==> config.mk <==
export PLATFORM = sky130hd
export DESIGN_NAME = nibble_serial_add_seq_flat
export DESIGN_NICKNAME = d
export VERILOG_FILES = /design/src/rtl/nibble_serial_add_seq_if.sv /design/src/rtl/nibble_serial_add_seq.sv /design/src/flat_wrapper.sv
export SDC_FILE = /design/constraint.sdc
export NUM_CORES = 1
export LEC_CHECK = 0
export BUFFER_PORTS_ARGS = -buffer_cell sky130_fd_sc_hd__clkbuf_2
export CAP_MARGIN = 20
export CORE_MARGIN = 2
export CORE_UTILIZATION = 37
export CTS_BUF_LIST = sky130_fd_sc_hd__clkbuf_4
export CTS_CLUSTER_DIAMETER = 120
export DETAILED_ROUTE_END_ITERATION = 12
export PLACE_DENSITY = 0.63
export SYNTH_ARGS = -nofsm -noshare
export SYNTH_HDL_FRONTEND = slang
export SYNTH_SLANG_ARGS = --single-unit
==> constraint.sdc <==
create_clock -name clk -period 3 [get_ports clk]
set_input_delay 0.6 -clock clk [delete_from_list [all_inputs] [get_ports clk]]
set_output_delay 0.6 -clock clk [all_outputs]
set_load 0.05 [all_outputs]
==> src/rtl/nibble_serial_add_seq_if.sv <==
// Operation handshake between a requester and the nibble-serial adder.
// The requester (master) drives start/operands; the adder (slave) returns
// status and the registered result.
interface nibble_serial_add_seq_if #(
  parameter int WIDTH = 16
);
  logic             start;
  logic [WIDTH-1:0] a;
  logic [WIDTH-1:0] b;
  logic             cin;
  logic             busy;
  logic             done;
  logic [WIDTH-1:0] sum;
  logic             cout;

  modport master (
    output start, a, b, cin,
    input  busy, done, sum, cout
  );

  modport slave (
    input  start, a, b, cin,
    output busy, done, sum, cout
  );
endinterface

==> src/rtl/nibble_serial_add_seq.sv <==
// Multi-cycle WIDTH-bit adder: drives an external combinational 4-bit slice
// one nibble per clock, LS nibble first, and gathers the slice results into
// a registered sum/cout. One slice serves any WIDTH (multiple of 4).
module nibble_serial_add_seq #(
  parameter int WIDTH = 16
) (
  input  logic                   clk,
  input  logic                   rst_n,
  nibble_serial_add_seq_if.slave op_if,
  output logic [3:0]             slice_a_o,
  output logic [3:0]             slice_b_o,
  output logic                   slice_cin_o,
  input  logic [3:0]             slice_sum_i,
  input  logic                   slice_cout_i
);

  localparam int N  = WIDTH / 4;
  localparam int IW = (N > 1) ? $clog2(N) : 1;

  localparam logic [IW-1:0] IDX_LAST = IW'(N - 1);
  localparam logic [IW-1:0] IDX_ONE  = IW'(1);

  localparam logic [1:0] S_IDLE = 2'd0;
  localparam logic [1:0] S_RUN  = 2'd1;
  localparam logic [1:0] S_DONE = 2'd2;

  logic [1:0]       state_q, state_d;
  logic [IW-1:0]    idx_q, idx_d;
  logic [WIDTH-1:0] a_q, a_d;
  logic [WIDTH-1:0] b_q, b_d;
  logic             carry_q, carry_d;
  logic [WIDTH-1:0] sum_q, sum_d;
  logic             cout_q, cout_d;
  logic             busy_q, busy_d;
  logic             done_q, done_d;

  // Next-state: accept in IDLE, step one nibble per cycle in RUN, pulse DONE.
  always_comb begin
    state_d = state_q;
    idx_d   = idx_q;
    a_d     = a_q;
    b_d     = b_q;
    carry_d = carry_q;
    sum_d   = sum_q;
    cout_d  = cout_q;
    case (state_q)
      S_IDLE: begin
        if (op_if.start) begin
          a_d     = op_if.a;
          b_d     = op_if.b;
          carry_d = op_if.cin;
          sum_d   = '0;
          cout_d  = 1'b0;
          idx_d   = '0;
          state_d = S_RUN;
        end else begin
          state_d = S_IDLE;
        end
      end
      S_RUN: begin
        sum_d[{idx_q, 2'b00} +: 4] = slice_sum_i;
        carry_d                    = slice_cout_i;
        if (idx_q == IDX_LAST) begin
          cout_d  = slice_cout_i;
          idx_d   = '0;
          state_d = S_DONE;
        end else begin
          idx_d   = idx_q + IDX_ONE;
        end
      end
      S_DONE: begin
        state_d = S_IDLE;
      end
      default: begin
        state_d = S_IDLE;
        idx_d   = '0;
      end
    endcase
    // Status flags are registered copies of the upcoming state.
    busy_d = (state_d == S_RUN);
    done_d = (state_d == S_DONE);
  end

  // Slice feed: current operand nibbles and running carry, zero outside RUN.
  always_comb begin
    slice_a_o   = 4'h0;
    slice_b_o   = 4'h0;
    slice_cin_o = 1'b0;
    if (state_q == S_RUN) begin
      slice_a_o   = a_q[{idx_q, 2'b00} +: 4];
      slice_b_o   = b_q[{idx_q, 2'b00} +: 4];
      slice_cin_o = carry_q;
    end else begin
      slice_a_o   = 4'h0;
      slice_b_o   = 4'h0;
      slice_cin_o = 1'b0;
    end
  end

  // State, datapath and status registers with asynchronous clear.
  always_ff @(posedge clk or negedge rst_n) begin
    if (!rst_n) begin
      state_q <= S_IDLE;
      idx_q   <= '0;
      a_q     <= '0;
      b_q     <= '0;
      carry_q <= 1'b0;
      sum_q   <= '0;
      cout_q  <= 1'b0;
      busy_q  <= 1'b0;
      done_q  <= 1'b0;
    end else begin
      state_q <= state_d;
      idx_q   <= idx_d;
      a_q     <= a_d;
      b_q     <= b_d;
      carry_q <= carry_d;
      sum_q   <= sum_d;
      cout_q  <= cout_d;
      busy_q  <= busy_d;
      done_q  <= done_d;
    end
  end

  assign op_if.busy = busy_q;
  assign op_if.done = done_q;
  assign op_if.sum  = sum_q;
  assign op_if.cout = cout_q;

endmodule

==> src/flat_wrapper.sv <==
// flat-port wrapper written by rule: the top's interface ports become plain ports
module nibble_serial_add_seq_flat 
#(
  parameter int WIDTH = 16
)
  (clk, rst_n, slice_a_o, slice_b_o, slice_cin_o, slice_sum_i, slice_cout_i, op_if_start, op_if_a, op_if_b, op_if_cin, op_if_busy, op_if_done, op_if_sum, op_if_cout);
  nibble_serial_add_seq_if #(.WIDTH(WIDTH)) op_if_i ();
  input  logic clk;
  input  logic rst_n;
  output logic [3:0] slice_a_o;
  output logic [3:0] slice_b_o;
  output logic slice_cin_o;
  input  logic [3:0] slice_sum_i;
  input  logic slice_cout_i;
  input wire logic [$bits(op_if_i.start)-1:0] op_if_start;
  input wire logic [$bits(op_if_i.a)-1:0] op_if_a;
  input wire logic [$bits(op_if_i.b)-1:0] op_if_b;
  input wire logic [$bits(op_if_i.cin)-1:0] op_if_cin;
  output wire logic [$bits(op_if_i.busy)-1:0] op_if_busy;
  output wire logic [$bits(op_if_i.done)-1:0] op_if_done;
  output wire logic [$bits(op_if_i.sum)-1:0] op_if_sum;
  output wire logic [$bits(op_if_i.cout)-1:0] op_if_cout;
  assign op_if_i.start = op_if_start;
  assign op_if_i.a = op_if_a;
  assign op_if_i.b = op_if_b;
  assign op_if_i.cin = op_if_cin;
  assign op_if_busy = op_if_i.busy;
  assign op_if_done = op_if_i.done;
  assign op_if_sum = op_if_i.sum;
  assign op_if_cout = op_if_i.cout;
  nibble_serial_add_seq #(.WIDTH(WIDTH)) u_core (.clk(clk), .rst_n(rst_n), .op_if(op_if_i), .slice_a_o(slice_a_o), .slice_b_o(slice_b_o), .slice_cin_o(slice_cin_o), .slice_sum_i(slice_sum_i), .slice_cout_i(slice_cout_i));
endmodule
# Yosys cells after proc, flatten, opt, wreduce, memory -nomap -nowiden
# Cells that the tools add are included.
# word_totals
register_bits	56
inputBits	41
output_inout_bits	28
elab_cells	46
# classes
addsub	2
eq_ne	7
shift	4
n_mux	17
bitwise_logic	1
reduce_logical	6
# ops
op	n
$pmux 16 s2	1
$shiftx 16x5->4	2
$bwmux 16	1
$mux 16	1
$shift 4x6->16 const A	1
$shiftx 4x6->16	1
$mux 4	2
$eq 2x2->1 const B	3
$mux 2	3
$neg 4->6	1
$pmux 2 s3	1
$reduce_and 2->1	3
$mux 1	5
$eq 2x1->1 const B	2
$pmux 1 s2	2
$pmux 2 s2	1
$reduce_and 3->1	1
$add 2x1->2 const B	1
$logic_not 2->1	1
$ne 2x1->1 const B	1
$ne 2x2->1 const B	1
$reduce_bool 2->1	1
$not 1->1	1

# Logic depth before layout (Yosys ltp)
# Gate-level depths: netlist of the first run.
# depth
word_depth	4
ltp_mapped	7
depth_no_buf	5

# Worst setup path before layout of the first run
# OpenSTA, ideal clock, no wires.
# synth_timing
path_kind	reg-to-output
startpoint	reg u_core.idx_q[0]
endpoint	out slice_b_o[0]
arrival_ns	1.460
t_required_ns	2.400
path_slack_ns	0.940
stages_incl_launch_ff	5
n_path_buf	2
cell_sequence	dfrtp_1 -> buf_6 -> buf_6 -> mux4_2 -> and2_1
# synth_via
elab_chain_cells	2
# synth_lines
element	line_no	text
from (decl)	nibble_serial_add_seq.sv:28	logic [IW-1:0] idx_q, idx_d;
from (signal assigned)	nibble_serial_add_seq.sv:114	idx_q <= idx_d;
$shiftx 16x5->4	nibble_serial_add_seq.sv:91	slice_b_o = b_q[{idx_q, 2'b00} +: 4];
$mux 4	nibble_serial_add_seq.sv:89	if (state_q == S_RUN) begin
to (decl)	flat_wrapper.sv:11	output logic [3:0] slice_b_o;
# No other way between the ends.

# Worst setup path after layout of the first run
# layout_timing
startpoint	reg u_core.state_q[0]
endpoint	out slice_b_o[2]
# layout_via
elab_chain_cells	2
# layout_lines
element	line_no	text
from (decl)	nibble_serial_add_seq.sv:27	logic [1:0] state_q, state_d;
from (signal assigned)	nibble_serial_add_seq.sv:113	state_q <= state_d;
$eq 2x1->1	nibble_serial_add_seq.sv:89	
$mux 4	nibble_serial_add_seq.sv:89	
# No other way between the ends.

==> results.json, run 1 <==
{
  "synth.top_cell.area_share_pct": 54.2,
  "clockBufferDepth": 2,
  "hp-class": "input pin to async pin",
  "clk_pin_slew_worst_paths_ns": 0.16,
  "grt_max_degree": 57,
  "clock_skew_ns": 0.0198,
  "rsz0062_at_grt": "false",
  "cts_hold_buffers": 0,
  "rows": 30,
  "area_delta_synth_final_pct": 19.0,
  "cpMaxStageDelayCell": "dfrtp_1",
  "cts.sinks": 56,
  "avgSynthCellArea_um2": 14.9,
  "postPlaceCellArea_um2": 3000,
  "drive_gt1_share_pct": 50.8,
  "yosysMostFrequentCell": "dfrtp_1",
  "clock_latency_ns": 0.37,
  "setup_tns_ns": 0,
  "place.gp.congestion": 0.703,
  "yosysWarnings": 0,
  "cts_tree": "built",
  "antenna_found_initial": 0,
  "worstSetupPathType": "flop to primary output",
  "yosys.area.top_type": "dfrtp_1",
  "vias_per_cell": 4.77,
  "worst_ep_arrival_time_ns": 1.99,
  "synth-seq-area-share_pct": 54.2,
  "grt_pass1_vias": 1656,
  "cts_made_buffers": 5,
  "crit_path_end_kind": "primary output",
  "synth_area_leaders": "dfrtp_1 (54%), mux2_2 (13%), mux4_2 (7.0%), a22o_1 (6.1%), nor4_4 (3.3%)",
  "synth_nets": 219,
  "grt_pass1_wl_mm": 8.34,
  "fin_area_um2": 3080,
  "wire_per_inst_um": 14.4,
  "leakage_uw": 0.00146,
  "drt_wl_total_mm": 4.91,
  "drt_iter0_drc": 103,
  "busiest_layer": "met2",
  "cts_root_buf": "clkbuf_4",
  "critPathLaunchType": "flop",
  "worst_ep_required_time_ns": 2.40,
  "synth_common_cells": "dfrtp_1 (56), mux2_2 (29), a22o_1 (18)",
  "drtAntennaViolNets": 0,
  "finalHoldViolCount": 0,
  "crit_chain": "and2b_1 > and2_1 > clkbuf_2",
  "synthCells": 173,
  "antennaDiodeCount": 0,
  "crit_fanout": 13,
  "dieArea_um2": 7670,
  "period_needed_ns": 2.59,
  "max_slew_margin_pct": 52.7,
  "die_h_um": 87.6,
  "grt_usage_pct": 14.3,
  "max_cap_violations": 0,
  "powerDensity_nw_per_um2": 1180,
  "port_buffers": 68,
  "max_stage_delay_ns": 0.66,
  "ys.flop_type": "dfrtp_1",
  "dp_hpwl_mm": 3.54,
  "design.portCount": 69,
  "use_met1_pct": 20.3,
  "use_met2_pct": 21.2,
  "yosysUniqueCellTypes": 25,
  "grtUsageMet3_pct": 4.24,
  "ir_drop_mv": 0.723,
  "htreeDepth": 2,
  "syn_area_um2": 2590,
  "fin_nets": 289,
  "setup_viol": 0,
  "period_share_pct": 86.2,
  "synth-edff-count": 0,
  "core_um2": 6790,
  "ctsResizeCount": 0,
  "slew_violations": 0,
  "cts_setup_buffers": 0,
  "ys_ff_latch": 56,
  "outcome": "completed",
  "dr.pass1.iters": 4,
  "drc": 0,
  "fmax_mhz": 387,
  "synthArstFlopShare_pct": 100,
  "die_x_um": 87.6,
  "worstMarginPinSlew_ns": 0.709,
  "start_util_pct": 38.1,
  "grt_overflow_total": 0,
  "num_vias": 1621
}
final timing paths:
path / startpoint / endpoint / slack [ns] / depth (start not counted)
max reg2reg: u_core.idx_q[1]$_DFFE_PN0P_ / u_core.op_if.sum[11]$_DFFE_PN0P_ / 0.87 / 5
min: rst_n / u_core.op_if.sum[4]$_DFFE_PN0P_ / 0.33 / 2
min in group clk: op_if_b[9] / u_core.b_q[9]$_DFFE_PN0N_ / 0.44 / 2
min reg2reg: u_core.a_q[2]$_DFFE_PN0N_ / u_core.a_q[2]$_DFFE_PN0N_ / 0.50 / 1
max in group asynchronous: rst_n / u_core.op_if.sum[6]$_DFFE_PN0P_ / 2.17 / 2
max: u_core.state_q[0]$_DFF_PN0_ / slice_b_o[2] / 0.41 / 3
area by class of cell:
cell class / instances / area, µm²
fillers: 647 / 3720
flip-flops and latches: 56 / 1400
multi-input cells: 104 / 1090
repair buffers: 72 / 370
well taps: 96 / 120
clock buffers: 6 / 45.0
clock inverters: 2 / 35.0
inverters: 4 / 15.0
cells by family after synthesis:
family                   share of synthesized area, %
adder cells (fa/ha/maj)                          2.42
multiplexers                                     20.9
buffers and inverters                            3.68
AO/OA/AOI/OAI                                    8.90
AND/OR/NAND/NOR                                  9.92
flip-flops                                       54.2
cells in the final DEF, fill, tap and decap left out, drive strengths merged, types with 2 or more instances in the layout:
| cell type | n |
|---|---|
| mux2 | 32 |
| mux4 | 8 |
| nor2 | 2 |
| ha | 5 |
| nor4 | 4 |
| buf | 4 |
| a22o | 18 |
| nand2 | 6 |
| o21bai | 2 |
| nand2b | 3 |
| a21oi | 2 |
| clkbuf | 74 |
| o21ai | 2 |
| dfrtp | 56 |
| inv | 4 |
| a21o | 5 |
| and2 | 11 |
flip-flops by register name, summed over array words and instances (netlist names):
name               count
u_core.op_if.done      1
u_core.carry_q         1
u_core.idx_q           2
u_core.a_q            16
u_core.op_if.cout      1
u_core.state_q         2
u_core.op_if.sum      16
u_core.op_if.busy      1
u_core.b_q            16
routing by layer:
| metal | up-vias | routed length, µm | part of all wire [%] |
|---|---|---|---|
| met2 | 39 | 2250 | 46 |
| li1 | 778 | - | - |
| met1 | 798 | 2340 | 48 |
| met5 | - | 0 | 0 |
| met4 | 0 | 64 | 1.3 |
| met3 | 6 | 255 | 5.2 |
power breakdown:
group / leakage [µW] / internal (µW) / switching [µW]
sequential: 0.000697 / 1080 / 216
combinational: 0.000713 / 745 / 1170
clock: 0.0000456 / 184 / 226
per-stage QoR:
stage	worst slack, ns	util [%]	hold slack (ns)	power [µW]	cells
2_1_floorplan	0.940	-	0.304	2880	173
3_3_place_gp	0.810	44.1	0.472	3230	332
3_5_place_dp	0.795	44.1	0.475	3260	332
4_1_cts	0.344	45.3	0.358	3670	340
5_1_grt	0.219	45.3	0.376	3870	340
6_report	0.413	45.3	0.329	3620	340
worst max-delay path, delay by kind of cell (launching register included):
kind / cells / cell delay, ns
buffers and inverters: 1 / 0.27
DFF: 1 / 0.66
and+or+nand+nor: 2 / 0.68
Power figures use the tool's default switching activity.
==> run 2: changes to the inputs <==
--- a/config.mk
+++ b/config.mk
@@ -5,14 +5,14 @@
 export SDC_FILE = /design/constraint.sdc
 export NUM_CORES = 1
 export LEC_CHECK = 0
-export BUFFER_PORTS_ARGS = -buffer_cell sky130_fd_sc_hd__clkbuf_2
 export CAP_MARGIN = 20
 export CORE_MARGIN = 2
 export CORE_UTILIZATION = 37
 export CTS_BUF_LIST = sky130_fd_sc_hd__clkbuf_4
 export CTS_CLUSTER_DIAMETER = 120
 export DETAILED_ROUTE_END_ITERATION = 12
-export PLACE_DENSITY = 0.63
+export DONT_BUFFER_PORTS = 1
+export PLACE_DENSITY = 0.54
 export SYNTH_ARGS = -nofsm -noshare
 export SYNTH_HDL_FRONTEND = slang
 export SYNTH_SLANG_ARGS = --single-unit
==> run 2 against run 1 <==
Critical path depth decreased by 1. Sequential share of layout area increased by 6.0 points. Routed wire length decreased by 1.7%. Maximum frequency decreased by 1.6%. Cell count decreased by 21%. Sequential cell count unchanged. Utilization decreased by 5.3 points. Hold slack got worse by 0.26 ns. Critical path type unchanged. Largest cell class unchanged.
==> results.json, run 2 (same netlist as run 1, synthesis figures left out) <==
{
  "grt_overflow_total": 0,
  "rsz0062_at_grt": "false",
  "place.gp.congestion": 0.675,
  "dr.pass1.iters": 4,
  "rows": 30,
  "grt_pass1_wl_mm": 7.65,
  "design.portCount": 69,
  "critPathLaunchType": "flop",
  "r2r-start": "u_core.idx_q[1]$_DFFE_PN0P_",
  "drtAntennaViolNets": 0,
  "worstSetupPathType": "flop to primary output",
  "finalHoldViolCount": 0,
  "grt_max_degree": 57,
  "clockBufferDepth": 2,
  "clock_skew_ns": 0.0107,
  "vias_per_cell": 5.28,
  "pre_cts_ws_ns": 0.526,
  "port_buffers": 0,
  "slew_violations": 0,
  "place_inst": 261,
  "num-fill-cells": 638,
  "die_x_um": 87.6,
  "max_slew_margin_pct": 64.8,
  "antenna_found_initial": 0,
  "period_needed_ns": 2.63,
  "stdcell_count": 270,
  "area_delta_synth_final_pct": 5.13,
  "cpMaxStageDelayCell": "dfrtp_1",
  "dieArea_um2": 7670,
  "cts_tree": "built",
  "cts_setup_buffers": 0,
  "htreeDepth": 2,
  "cts_root_buf": "clkbuf_4",
  "cts.sinks": 56,
  "fin_ws_ns": 0.370,
  "drt_wl_total_mm": 4.83,
  "outcome": "completed",
  "worst_ep_arrival_time_ns": 2.03,
  "fin_nets": 219,
  "num_vias": 1425,
  "drc": 0,
  "ir_drop_mv": 0.665,
  "drive_gt1_share_pct": 31.0,
  "final_cell_mix": "dfrtp_1 (55), mux2_2 (29), a22o_1 (18)",
  "wire_per_inst_um": 17.9,
  "antennaDiodeCount": 0,
  "cts_made_buffers": 5,
  "clk_pin_slew_worst_paths_ns": 0.15,
  "setup_tns_ns": 0,
  "core_um2": 6790,
  "grt_usage_pct": 13.1,
  "hp-class": "input pin to async pin",
  "rrSetupSlack_ns": 0.88,
  "period_share_pct": 87.7,
  "final_common_cell": "dfrtp_1",
  "crit_chain": "and2b_1 > and2_1",
  "max_cap_violations": 0,
  "max_stage_delay_ns": 0.67,
  "worst_ep_required_time_ns": 2.40,
  "fmax_mhz": 380,
  "setup_viol": 0,
  "grt_pass1_vias": 1498,
  "die_h_um": 87.6,
  "start_util_pct": 38.1,
  "dp_hpwl_mm": 3.54,
  "drt_iter0_drc": 58,
  "powerDensity_nw_per_um2": 1230,
  "reg2reg_to": "u_core.op_if.sum[7]$_DFFE_PN0P_",
  "crit_path_end_kind": "primary output",
  "rr_worst_depth": 5,
  "worstMarginPinSlew_ns": 0.529,
  "crit_fanout": 13,
  "clock_latency_ns": 0.36,
  "leakage_uw": 0.00114
}
run 2: cell types whose count changed in the layout (fill, tap and decap cells not counted), sizes merged:
cell,before,now
buf,4,2
clkinvlp,0,1
bufinv,1,0
clkbuf,74,6
run 2: critical path, delay by kind of cell, from the launching register on:
family	cells	cell delay, ns
DFF	1	0.67
and+or+nand+nor	2	0.99
run 2: timing repair:
| action | CTS | global route |
|---|---|---|
| resized for setup | 0 | 1 |
| hold buffers | 1 | 0 |
| setup endpoints to repair | 0 | 1 |
| endpoints found under the hold margin | 56 | 0 |
run 2: area by class of cell:
cell class,instances,area (µm²),area share [%]
Clock buffer,6,45.0,1.66
Clock inverter,2,11.3,0.414
Inverter,4,15.0,0.552
Multi-Input combinational cell,104,1090,40.1
Sequential cell,56,1400,51.6
Tap cell,96,120,4.42
Timing Repair Buffer,2,35.0,1.29
run 2: power breakdown:
group / total (µW) / switching [µW] / internal [µW] / leakage (µW)
Clock: 320 / 221 / 98.9 / 0.0000293
Combinational: 1400 / 793 / 604 / 0.000419
Sequential: 1630 / 558 / 1070 / 0.000695
run 2: metrics by stage:
step                util (%)  hold WS [ns]  instance area (µm²)  total power, µW
CTS                     40.0        0.0657                 2720             3400
global placement        38.8         0.306                 2630             2980
global route            40.0        0.0573                 2720             3550
floorplan                  -         0.304                 2590             2880
finish                  40.0        0.0712                 2720             3350
detailed placement      38.8         0.306                 2630             3060
run 2: worst max path at each step:
stage                     cells after the start            to                   startpoint
final                                         2  slice_b_o[1]  u_core.state_q[0]$_DFF_PN0_
after floorplan                               4  slice_b_o[0]  u_core.idx_q[0]$_DFFE_PN0P_
after global routing                          2  slice_a_o[0]  u_core.state_q[0]$_DFF_PN0_
after CTS                                     2  slice_a_o[2]  u_core.idx_q[0]$_DFFE_PN0P_
after detailed placement                      2  slice_a_o[2]  u_core.idx_q[0]$_DFFE_PN0P_
after global placement                        2  slice_b_o[0]  u_core.idx_q[0]$_DFFE_PN0P_
run 2: per-layer routing:
layer	GRT usage, %	vias up	part of all wire [%]
met4	4.06	0	1.3
met1	15.4	737	40
met2	22.3	51	51
met3	5.09	5	6.8
li1	-	632	-
met5	0	-	0
==> run 3: changes to the inputs <==
--- a/config.mk
+++ b/config.mk
@@ -6,13 +6,16 @@
 export NUM_CORES = 1
 export LEC_CHECK = 0
 export CAP_MARGIN = 20
+export CELL_PAD_IN_SITES_DETAIL_PLACEMENT = 1
+export CELL_PAD_IN_SITES_GLOBAL_PLACEMENT = 1
 export CORE_MARGIN = 2
 export CORE_UTILIZATION = 37
 export CTS_BUF_LIST = sky130_fd_sc_hd__clkbuf_4
 export CTS_CLUSTER_DIAMETER = 120
 export DETAILED_ROUTE_END_ITERATION = 12
 export DONT_BUFFER_PORTS = 1
-export PLACE_DENSITY = 0.54
+export PLACE_DENSITY_LB_ADDON = 0.1
+export SLEW_MARGIN = 0
 export SYNTH_ARGS = -nofsm -noshare
 export SYNTH_HDL_FRONTEND = slang
 export SYNTH_SLANG_ARGS = --single-unit
==> run 3 against run 2 <==
Clock skew fell by 0.0038 ns. Critical path type unchanged. Sequential power barely moved. Cell count rose by 0.37%. Maximum frequency fell by 3.0%. Via count fell by 0.63%. Routed wire length rose by 6.5%. Clock-buffer cell count did not move. Critical endpoint is now slice_b_o[3].
==> results.json, run 3 (same netlist as run 1, synthesis figures left out) <==
{
  "outcome": "completed",
  "ctsResizeCount": 0,
  "die_x_um": 87.6,
  "p_seq_share_pct": 46.4,
  "pwr-share-comb_pct": 41.9,
  "leakage_uw": 0.00117,
  "worst_ep_arrival_time_ns": 2.11,
  "p_sw_share_pct": 45.7,
  "vias_per_cell": 5.23,
  "die_h_um": 87.6,
  "wire_per_inst_um": 19.0,
  "powerDensity_nw_per_um2": 1250,
  "grt_pass1_vias": 1581,
  "grt_usage_pct": 14.2,
  "antenna_found_initial": 0,
  "design.portCount": 69,
  "crit_fanout": 12,
  "place.gp.congestion": 0.664,
  "htreeDepth": 2,
  "cts.sinks": 56,
  "worst_ep_required_time_ns": 2.40,
  "power_uw": 3450,
  "ir_drop_mv": 0.410,
  "switching_power_uw": 1580,
  "num_vias": 1416,
  "drt_wl_total_mm": 5.14,
  "internal-power_uw": 1870,
  "rsz0062_at_grt": "false",
  "dp_hpwl_mm": 3.70,
  "crit_path_end_kind": "primary output",
  "power.share.clock_pct": 11.7,
  "clockBufferDepth": 2,
  "period_needed_ns": 2.71,
  "max_cap_violations": 0,
  "fin_area_um2": 2750,
  "setup_tns_ns": 0,
  "pre_cts_ws_ns": 0.658,
  "postPlaceCellArea_um2": 2640,
  "drive_gt1_share_pct": 31.4,
  "period_share_pct": 90.4,
  "dr.pass1.iters": 4,
  "worstMarginPinSlew_ns": 0.568,
  "drtAntennaViolNets": 0,
  "grtUsageMet3_pct": 4.52,
  "cts_made_buffers": 5,
  "busiest_layer": "met2",
  "grt_pass1_wl_mm": 8.32,
  "dieArea_um2": 7670,
  "worstSetupPathType": "flop to primary output",
  "cts_root_buf": "clkbuf_4",
  "drt_iter0_drc": 46,
  "final_common_cell": "dfrtp_1",
  "finalHoldViolCount": 0,
  "use_met2_pct": 23.0,
  "antennaDiodeCount": 0,
  "area_delta_synth_final_pct": 6.29,
  "clock_skew_ns": 0.00690,
  "clock_latency_ns": 0.36,
  "setup_viol": 0,
  "hp-class": "input pin to async pin",
  "fin_nets": 220,
  "grt_overflow_total": 0,
  "final_cell_mix": "dfrtp_1 (56), mux2_2 (29), a22o_1 (18)",
  "port_buffers": 0,
  "use_met1_pct": 18.6,
  "grt_max_degree": 57,
  "critPathLaunchType": "flop",
  "rows": 30,
  "start_util_pct": 38.1,
  "fin_ws_ns": 0.289,
  "cts_tree": "built",
  "core_um2": 6790,
  "slew_violations": 0,
  "drc": 0,
  "fin_util_pct": 40.5,
  "max_slew_margin_pct": 62.1,
  "clk_pin_slew_worst_paths_ns": 0.15,
  "fmax_mhz": 369
}
[run 3: cell types whose count changed in the layout (fill, tap and decap cells not counted), sizes merged]
cell / delta
bufinv: +1
clkinvlp: -1
buf: +1
[run 3: cell type report]
type	count	area, µm²
clock inverter	2	35.0
multi-input combinational	104	1090
timing repair buffer	3	42.5
fill	689	4050
sequential	56	1400
clock buffer	6	45.0
tap	96	120
inverter	4	15.0
[run 3: final timing paths]
check | slack (ns) | depth (start not counted) | end | from
max | 0.29 | 3 | slice_b_o[3] | u_core.idx_q[0]$_DFFE_PN0P_
min | 0.06 | 1 | u_core.op_if.done$_DFF_PN0_ | rst_n
max reg2reg | 0.80 | 6 | u_core.op_if.sum[11]$_DFFE_PN0P_ | u_core.idx_q[0]$_DFFE_PN0P_
min reg2reg | 0.52 | 1 | u_core.a_q[1]$_DFFE_PN0N_ | u_core.a_q[1]$_DFFE_PN0N_
max in group asynchronous | 2.68 | 1 | u_core.op_if.sum[5]$_DFFE_PN0P_ | rst_n
min in group clk | 0.36 | 1 | u_core.a_q[1]$_DFFE_PN0N_ | op_if_a[1]
[run 3: routing by layer]
| metal | routed length, µm | share of wire (%) |
|---|---|---|
| met1 | 2230 | 43 |
| met4 | 42 | 0.82 |
| met2 | 2600 | 51 |
| met5 | 0 | 0 |
| met3 | 274 | 5.3 |
[run 3: worst max-delay path: stages, from the launching register on]
cell	delay (ns)
dfrtp_1	0.59
buf_4	0.29
mux4_2	0.52
and2_1	0.35
[run 3: what timing repair did]
| item | 4_1_cts | 5_1_grt |
|---|---|---|
| endpoints found under the hold margin | 56 | 0 |
| setup endpoints to repair | 0 | 0 |
| buffers inserted | 0 | 0 |
| hold buffers | 1 | 0 |
[run 3: through the flow]
stage | hold WS [ns] | cells
after floorplan | 0.304 | 173
after global placement | 0.306 | 262
after detailed placement | 0.307 | 262
after CTS | 0.0616 | 271
after global routing | 0.0454 | 271
final | 0.0598 | 271
[run 3: power by group through the flow]
stage	sequential (µW)	clock [µW]	combinational [µW]
finish	1600	404	1440
global route	1650	463	1550
CTS	1610	427	1470
detailed placement	1630	0	1450
global placement	1610	0	1410
floorplan	1490	0	1380
